$ cat config.mk
export PLATFORM = sky130hd
export DESIGN_NAME = switch_reader
export DESIGN_NICKNAME = d
export VERILOG_FILES = /design/src/rtl/switch_reader_pkg.sv /design/src/rtl/debounce_filter.sv /design/src/rtl/switch_reader.sv
export SDC_FILE = /design/constraint.sdc
export NUM_CORES = 1
export LEC_CHECK = 0
export ABC_AREA = 1
export CAP_MARGIN = 10
export CORE_ASPECT_RATIO = 1.2
export CORE_UTILIZATION = 56
export DETAILED_ROUTE_END_ITERATION = 6
export DONT_BUFFER_PORTS = 1
export GPL_TIMING_DRIVEN = 0
export PLACE_DENSITY = 0.71
export SLEW_MARGIN = 20
export SYNTH_ARGS = -nofsm -noshare
export SYNTH_HDL_FRONTEND = slang
export SYNTH_HIERARCHICAL = 1
export SYNTH_SLANG_ARGS = --single-unit
export TNS_END_PERCENT = 5
$ cat constraint.sdc
create_clock -name clk -period 2.5 [get_ports clk]
set_input_delay 0.5 -clock clk [delete_from_list [all_inputs] [get_ports clk]]
set_output_delay 0.5 -clock clk [all_outputs]
set_load 0.02 [all_outputs]
$ cat src/rtl/switch_reader_pkg.sv
// Shared IO-window map and types for the board-input read path.
package switch_reader_pkg;

   localparam int unsigned DATA_W = 32;
   localparam int unsigned SW_W   = 16;

   localparam logic [DATA_W-1:0] ADDR_DATA   = 32'hffff_ffc8;
   localparam logic [DATA_W-1:0] ADDR_STATUS = 32'hffff_ffcc;
   localparam logic [DATA_W-1:0] ADDR_RAW    = 32'hffff_ffd0;

   localparam int unsigned VALID_BIT   = 0;
   localparam int unsigned OVERRUN_BIT = 1;

   typedef enum logic [1:0] {
      ST_IDLE    = 2'd0,
      ST_PRESSED = 2'd1
   } press_state_e;

   // Field order places valid at VALID_BIT and overrun at OVERRUN_BIT.
   typedef struct packed {
      logic overrun;
      logic valid;
   } status_t;

endpackage

$ cat src/rtl/debounce_filter.sv
// Two-flop synchroniser plus group debounce: the whole vector must hold still
// for DEBOUNCE_CYCLES clocks before it is published on stable_o.
module debounce_filter #(
   parameter int unsigned WIDTH           = 16,
   parameter int unsigned DEBOUNCE_CYCLES = 1_000_000,
   parameter int unsigned CNT_W           = 20
) (
   input  logic             clk,
   input  logic             rst,
   input  logic [WIDTH-1:0] raw_i,
   output logic [WIDTH-1:0] stable_o
);

   localparam logic [CNT_W-1:0] CNT_MAX = CNT_W'(DEBOUNCE_CYCLES);

   logic [WIDTH-1:0] sync1_q, sync2_q, prev_q;
   logic [WIDTH-1:0] stable_q, stable_d;
   logic [CNT_W-1:0] cnt_q, cnt_d;

   // Any change restarts the interval; publish once the count first hits max.
   always_comb begin
      cnt_d    = cnt_q;
      stable_d = stable_q;
      if (sync2_q != prev_q) begin
         cnt_d = '0;
      end else if (cnt_q != CNT_MAX) begin
         cnt_d = cnt_q + CNT_W'(1);
         if (cnt_d == CNT_MAX) begin
            stable_d = sync2_q;
         end
      end
   end

   always_ff @(posedge clk or negedge rst) begin
      if (!rst) begin
         sync1_q  <= '0;
         sync2_q  <= '0;
         prev_q   <= '0;
         cnt_q    <= '0;
         stable_q <= '0;
      end else begin
         sync1_q  <= raw_i;
         sync2_q  <= sync1_q;
         prev_q   <= sync2_q;
         cnt_q    <= cnt_d;
         stable_q <= stable_d;
      end
   end

   assign stable_o = stable_q;

endmodule

$ cat src/rtl/switch_reader.sv
// CPU read responder for debounced slide switches and confirm button; each
// confirmed press latches the switch word and raises a sticky valid flag.
module switch_reader
   import switch_reader_pkg::*;
#(
   parameter int unsigned DEBOUNCE_CYCLES = 1_000_000,
   parameter int unsigned CNT_W           = 20
) (
   input  logic              clk,
   input  logic              rst,
   input  logic [SW_W-1:0]   switchInput,
   input  logic              confirmation,
   input  logic              readEn,
   input  logic [DATA_W-1:0] address,
   output logic [DATA_W-1:0] readData,
   output logic              ioValid
);

   logic [SW_W-1:0] stable_sw;
   logic            btn_stable;

   press_state_e    state_q, state_d;
   logic            capture_c;
   logic            rd_data_c, rd_status_c;

   logic [SW_W-1:0] data_q, data_d;
   status_t         status_q, status_d;

   debounce_filter #(
      .WIDTH           (SW_W),
      .DEBOUNCE_CYCLES (DEBOUNCE_CYCLES),
      .CNT_W           (CNT_W)
   ) u_sw_filter (
      .clk      (clk),
      .rst      (rst),
      .raw_i    (switchInput),
      .stable_o (stable_sw)
   );

   debounce_filter #(
      .WIDTH           (1),
      .DEBOUNCE_CYCLES (DEBOUNCE_CYCLES),
      .CNT_W           (CNT_W)
   ) u_btn_filter (
      .clk      (clk),
      .rst      (rst),
      .raw_i    (confirmation),
      .stable_o (btn_stable)
   );

   always_ff @(posedge clk or negedge rst) begin
      if (!rst) begin
         state_q <= ST_IDLE;
      end else begin
         state_q <= state_d;
      end
   end

   // Press detector: only the IDLE->PRESSED edge captures.
   always_comb begin
      state_d   = state_q;
      capture_c = 1'b0;
      case (state_q)
         ST_IDLE: begin
            if (btn_stable) begin
               state_d   = ST_PRESSED;
               capture_c = 1'b1;
            end
         end
         ST_PRESSED: begin
            if (!btn_stable) begin
               state_d = ST_IDLE;
            end
         end
         default: state_d = ST_IDLE;
      endcase
   end

   assign rd_data_c   = readEn && (address == ADDR_DATA);
   assign rd_status_c = readEn && (address == ADDR_STATUS);

   // Clearing reads are applied first so a same-cycle capture wins.
   always_comb begin
      data_d   = data_q;
      status_d = status_q;
      if (rd_data_c) begin
         status_d.valid = 1'b0;
      end
      if (rd_status_c) begin
         status_d.overrun = 1'b0;
      end
      if (capture_c) begin
         data_d         = stable_sw;
         status_d.valid = 1'b1;
         if (status_q.valid) begin
            status_d.overrun = 1'b1;
         end
      end
   end

   always_ff @(posedge clk or negedge rst) begin
      if (!rst) begin
         data_q   <= '0;
         status_q <= '0;
      end else begin
         data_q   <= data_d;
         status_q <= status_d;
      end
   end

   always_comb begin
      readData = '0;
      if (readEn) begin
         case (address)
            ADDR_DATA:   readData = DATA_W'(data_q);
            ADDR_STATUS: readData = DATA_W'(status_q);
            ADDR_RAW:    readData = DATA_W'(stable_sw);
            default:     readData = '0;
         endcase
      end
   end

   assign ioValid = status_q.valid;

endmodule

# == Word level (Yosys, flattened, before mapping) ==
# Cells that the tools add are included.
# word_totals
regBits,128
inputBits,52
out_inout_bits,33
wordCells,54
# op_classes
n_addsub,2
n_eq_ne,12
muxes,15
n_bitwise,2
n_reduce_logical,9
# ops
cell,count
== test 32 bit (second input constant),3
2-to-1 mux 20 bit,4
one-hot mux 16 bit (3 select lines),1
adder 20 x 1 -> 20 bit (second input constant),2
== test 20 bit (second input constant),2
!= test 20 bit (second input constant),2
2-to-1 mux 32 bit,1
!= test 16 bit,1
2-to-1 mux 2 bit,3
AND reduction 3 bit,2
nonzero test 2 bit,3
2-to-1 mux 1 bit,5
one-hot mux 2 bit (2 select lines),1
== test 2 x 1 -> 1 bit (second input constant),1
logical AND 1 bit,2
zero test 2 bit,1
!= test 2 x 1 -> 1 bit (second input constant),1
!= test 2 bit (second input constant),1
NOT 1 bit,2
AND reduction 2 bit,1
!= test 1 bit,1

# == Depth between registers and ports, before layout ==
# depth
depth_word,5
mapped_depth,15
ltp_nobuf,14

# == By module ==
# Netlist, hierarchy kept.
# by_module_without_submodules
mod,instances,cells_each,area_per_inst_um2,seq_area_each_um2
debounce_filter (u_sw_filter),1,357,3435.8,2102.0
switch_reader,1,235,1551.5,475.5
debounce_filter (u_btn_filter),1,230,1531.5,600.6

# == Least setup slack after synthesis ==
# OpenSTA, ideal clock, no wires.
# synth_timing
kind,input-to-output
startpoint,in address[17]
endpoint,out readData[15]
arrival_ps,1551
t_required_ps,2000
path_slack_ps,449
cell_stages,9
n_path_buf,1
cell_sequence,nand2_1 > nor2_1 > nand2_1 > nor2_4 > buf_2 > nand3_1 > nand2_1 > inv_1 > nor2_1
# synth_via
elab_chain_len,3
word_cells_on_any_way,5
classes_between,3 x eq/ne; 2 x mux
# synth_rtl
item,line,text
"start, declared",switch_reader.sv:14,"input logic [DATA_W-1:0] address,"
== test 32 bit,switch_reader.sv:114,case (address)
one-hot mux 16 bit (3 select lines) *,switch_reader.sv:114,
2-to-1 mux 32 bit *,switch_reader.sv:113,if (readEn) begin
"end, declared",switch_reader.sv:15,"output logic [DATA_W-1:0] readData,"
# Every way passes the cells marked *; elsewhere a longest branch is shown, timed or not.

# == Final worst setup path ==
# layout_timing
startpoint,reg u_sw_filter.cnt_q[0]
endpoint,reg u_sw_filter.stable_q[12] (netlist: u_sw_filter/stable_o[12])
# layout_via
elab_chain_len,3
word_cells_on_any_way,4
classes_between,1 x add/sub; 2 x eq/ne; 1 x reduce/logical
# layout_rtl
item,line,text
"start, declared",debounce_filter.sv:18,"logic [CNT_W-1:0] cnt_q, cnt_d;"
"start signal, assigned",debounce_filter.sv:45,cnt_q <= cnt_d;
adder 20 x 1 -> 20 bit,debounce_filter.sv:27,cnt_d = cnt_q + CNT_W'(1);
== test 20 bit,debounce_filter.sv:28,if (cnt_d == CNT_MAX) begin
AND reduction 3 bit (no source line) *,-,
"end signal, assigned",debounce_filter.sv:46,stable_q <= stable_d;
"end, declared",debounce_filter.sv:17,"logic [WIDTH-1:0] stable_q, stable_d;"
# Marks and branches as above.
# A chain may end at the register's enable or synchronous reset.

==> implementation parameters <==
Parameter                              Value

Clock network
  H-tree levels    4
  Clock transition at the register clock pins on the worst setup and hold paths after CTS    0.05 ns
  CTS tree    done
  Number of gates resized after cts    0
  CTS Sinks    127
  Worst-Skew Late Latency    between 0.4 and 0.5 ns
  Maximum number of buffers from clock root to sink    2
  Root cell of the clock tree    clkbuf_16
  Number of buffers inserted by post-CTS setup repair    0
  Cts bufs inserted    17

Detailed routing
  Residual DRC    0
  Number of nets still failing antenna checks after routing    0
  DRC violation total after the first TritonRoute iteration    215
  Detailed-route wire length    12.90 mm
  Wire length per cell after detailed routing    12.62 um
  Via count    5103
  Iteration count of the initial detailed-routing pass    5
  Number of vias per cell after detailed routing    4.993

STA
  Final worst path period need    roughly 2.2 ns
  Final setup vio count    0
  Final Hold Vio Count    127
  Hold WS    -0.2110 ns
  Part of the cycle the worst path needs    about nine tenths
  Achievable clock frequency    about 0.45 GHz
  RSZ-0062 raised after global routing    false
  Setup clock skew after layout    0.009267 ns
  Pins Over Slew Limit    0
  Tightest Pin Transition    0.5076 ns
  Setup TNS after final layout    0 ns
  Slew HR    66.16%

Floorplan
  Die width    100.5 um
  Effective utilization at floorplan    roughly three fifths
  I/O pin total    85
  Die Footprint    between 0.01 and 0.015 sq mm
  Placement row count    42
  Overall die height    120.2 um
  Placeable core area    0.01119 sq mm

Placement
  Half-perimeter wire length of the detailed placement result    between 9 and 10 mm
  Final weighted congestion in routability-driven placement    0.8736
  Port Buffer Count    0

Logic synthesis
  Synth cell count leaders    nand2_1, dfrtp_1, nor2_1, inv_1, nand3_1
  Average footprint of a synthesized cell    7.930 sq um
  Share of the yosys chip area belonging to registers    around 49%
  EDFF count, synth    0
  Cell type contributing the most total cell area after synthesis    dfrtp_1
  Synth Register Bits    127
  Cell area after technology mapping    approximately 0.0065 sq mm
  Area share of the largest cell type after synthesis    48.75%
  Post-synthesis instance total    822
  Async set or reset register ratio after synthesis    100.0%
  Most repeated cell in the gate-level netlist after synthesis    nand2_1
  Number of warnings issued by yosys    6
  Synth area leaders    dfrtp_1, nand2_1, nand3_1
  Post-synth cell types    32
  Top flip-flop cell by instance count after synthesis    dfrtp_1

Global route
  GR Util All Layers    23.47%
  Vias in the first global route    5007
  First-pass GRT wire length    about 22 mm
  Initial antenna violation count    0
  Pin count of the biggest net entering global routing    128
  Global route overflow    0

Power
  Power density over the cells    629.0 mW/mm^2
  Peak supply drop    between 0.4 and 0.5 mV
  Static Leak    3.480 nW

Final layout
  Ratio of cells with drive above 1 in the final layout    12.10%
  Area overhead of the layout relative to synthesis    12.48%
  Count of filler cells inserted in the layout    between 900 and 1k
  Inserted Diodes    0
  Net count, final    913
  Core utilization of the finished layout    about two thirds

Setup path
  Worst Path Arrival    2.51 ns
  Highest fanout seen on the critical path    10
  Category of the worst setup path capture point    register
  CP startpoint kind    register
  Number of cells on the worst reg-to-reg path    15
  Category of the critical setup timing path    reg2reg
  CP Data Required Time    2.80 ns

Job
  Total of max-cap violations    0

Min path
  Type of the tightest min-delay check    in2async

Run status
  Run status    finished with violations
  Violations in the final reports    negative hold slack
==> per-stage QoR <==
stage                     setup WS, ns  area, sq um  cells  power (mW)
after CTS                       0.2682         7332   1022       4.663
final                           0.2825         7332   1022       4.612
after global placement          0.2955         6768    991       2.309
after detailed placement        0.2712         6768    991       2.317
after floorplan                 0.4493         6575    837       2.283
after global routing           0.07554         7332   1022       4.776
==> flip-flops by register name, summed over array words and instances, names as in the netlist <==
name and cells:
data_q 16, ioValid 1, state_q 1, status_q 1
u_btn_filter/cnt_q 20, u_btn_filter/prev_q 1, u_btn_filter/stable_o 1, u_btn_filter/sync1_q 1
u_btn_filter/sync2_q 1, u_sw_filter/cnt_q 20, u_sw_filter/prev_q 16, u_sw_filter/stable_o 16
u_sw_filter/sync1_q 16, u_sw_filter/sync2_q 16
==> power breakdown <==
group / switching [mW] / leakage (nW) / total, mW / internal [mW]
Sequential: 0.0353 / 1.64 / 2.14 / 2.11
Combinational: 0.0821 / 1.56 / 0.139 / 0.0567
Clock: 0.852 / 0.275 / 2.33 / 1.48
Total: 0.969 / 3.48 / 4.61 / 3.64
==> final timing paths <==
path / slack [ns] / from / end
hold reg to reg: 0.34 / u_sw_filter/sync1_q[0] / u_sw_filter/sync2_q[0]
hold / removal: -0.21 / rst / data_q[1]
setup / recovery: 0.28 / u_sw_filter/cnt_q[0] / u_sw_filter/stable_o[12]
max in group asynchronous: 2.57 / rst / u_sw_filter/prev_q[10]
setup reg to reg: 0.28 / u_sw_filter/cnt_q[0] / u_sw_filter/stable_o[12]
min in group clk: 0.12 / confirmation / u_btn_filter/sync1_q
==> layout by cell type, fill, tap and decap left out, drive strengths merged <==
cell	instances
conb	16
o21ai	15
nand3	84
clkinvlp	2
xor2	3
xnor2	16
nand4	18
ha	5
clkinv	7
a21oi	14
nor3	5
bufinv	2
or2	1
nand3b	2
inv	91
nor2	125
a31oi	4
buf	25
nor4	1
clkbuf	26
dfrtp	127
nand2	279
==> critical path, cell delays in order (launching register included) <==
cell     delay, ns
dfrtp_1       0.42
ha_1          0.24
nand2_2       0.10
nor2_4        0.17
nand2_2       0.11
nor2_4        0.13
nand2_1       0.06
nand2_1       0.07
nand2_1       0.06
nor2_2        0.12
nand2_2       0.11
nor2_8        0.16
nand2_4       0.09
buf_6         0.15
nand2_1       0.06
nand2_1       0.05
==> metal layers <==
layer,share of wire [%],vias to the layer above,routed length [um],track usage [%]
li1,-,2599,-,-
met4,2.1,0,275,10.33
met5,0,-,0,0
met1,43,2357,5559,27.80
met2,51,115,6593,40.67
met3,3.7,32,473,5.260
==> kinds of logic (layout without fill, tap and decap cells) <==
group | Yosys count | after routing | share of synthesized area [%]
flip-flops | 127 | 127 | 48.75
buffers and inverters | 122 | 153 | 8.522
other | 1 | 16 | 0.05753
adder cells (fa/ha/maj) | 5 | 5 | 0.9597
AO/OA/AOI/OAI | 33 | 33 | 2.668
XOR/XNOR | 19 | 19 | 2.553
AND/OR/NAND/NOR | 515 | 515 | 36.49
==> layout make-up <==
cell class,count,area [sq um],area share (%)
flip-flops and latches,127,3178,43.34
multi-input cells,588,2841,38.75
clock buffers,20,446.7,6.092
inverters,91,341.6,4.659
plain buffers,31,214.0,2.918
well taps,154,192.7,2.628
clock inverters,11,117.6,1.604
Note: power is estimated with default switching activity, not from simulation.
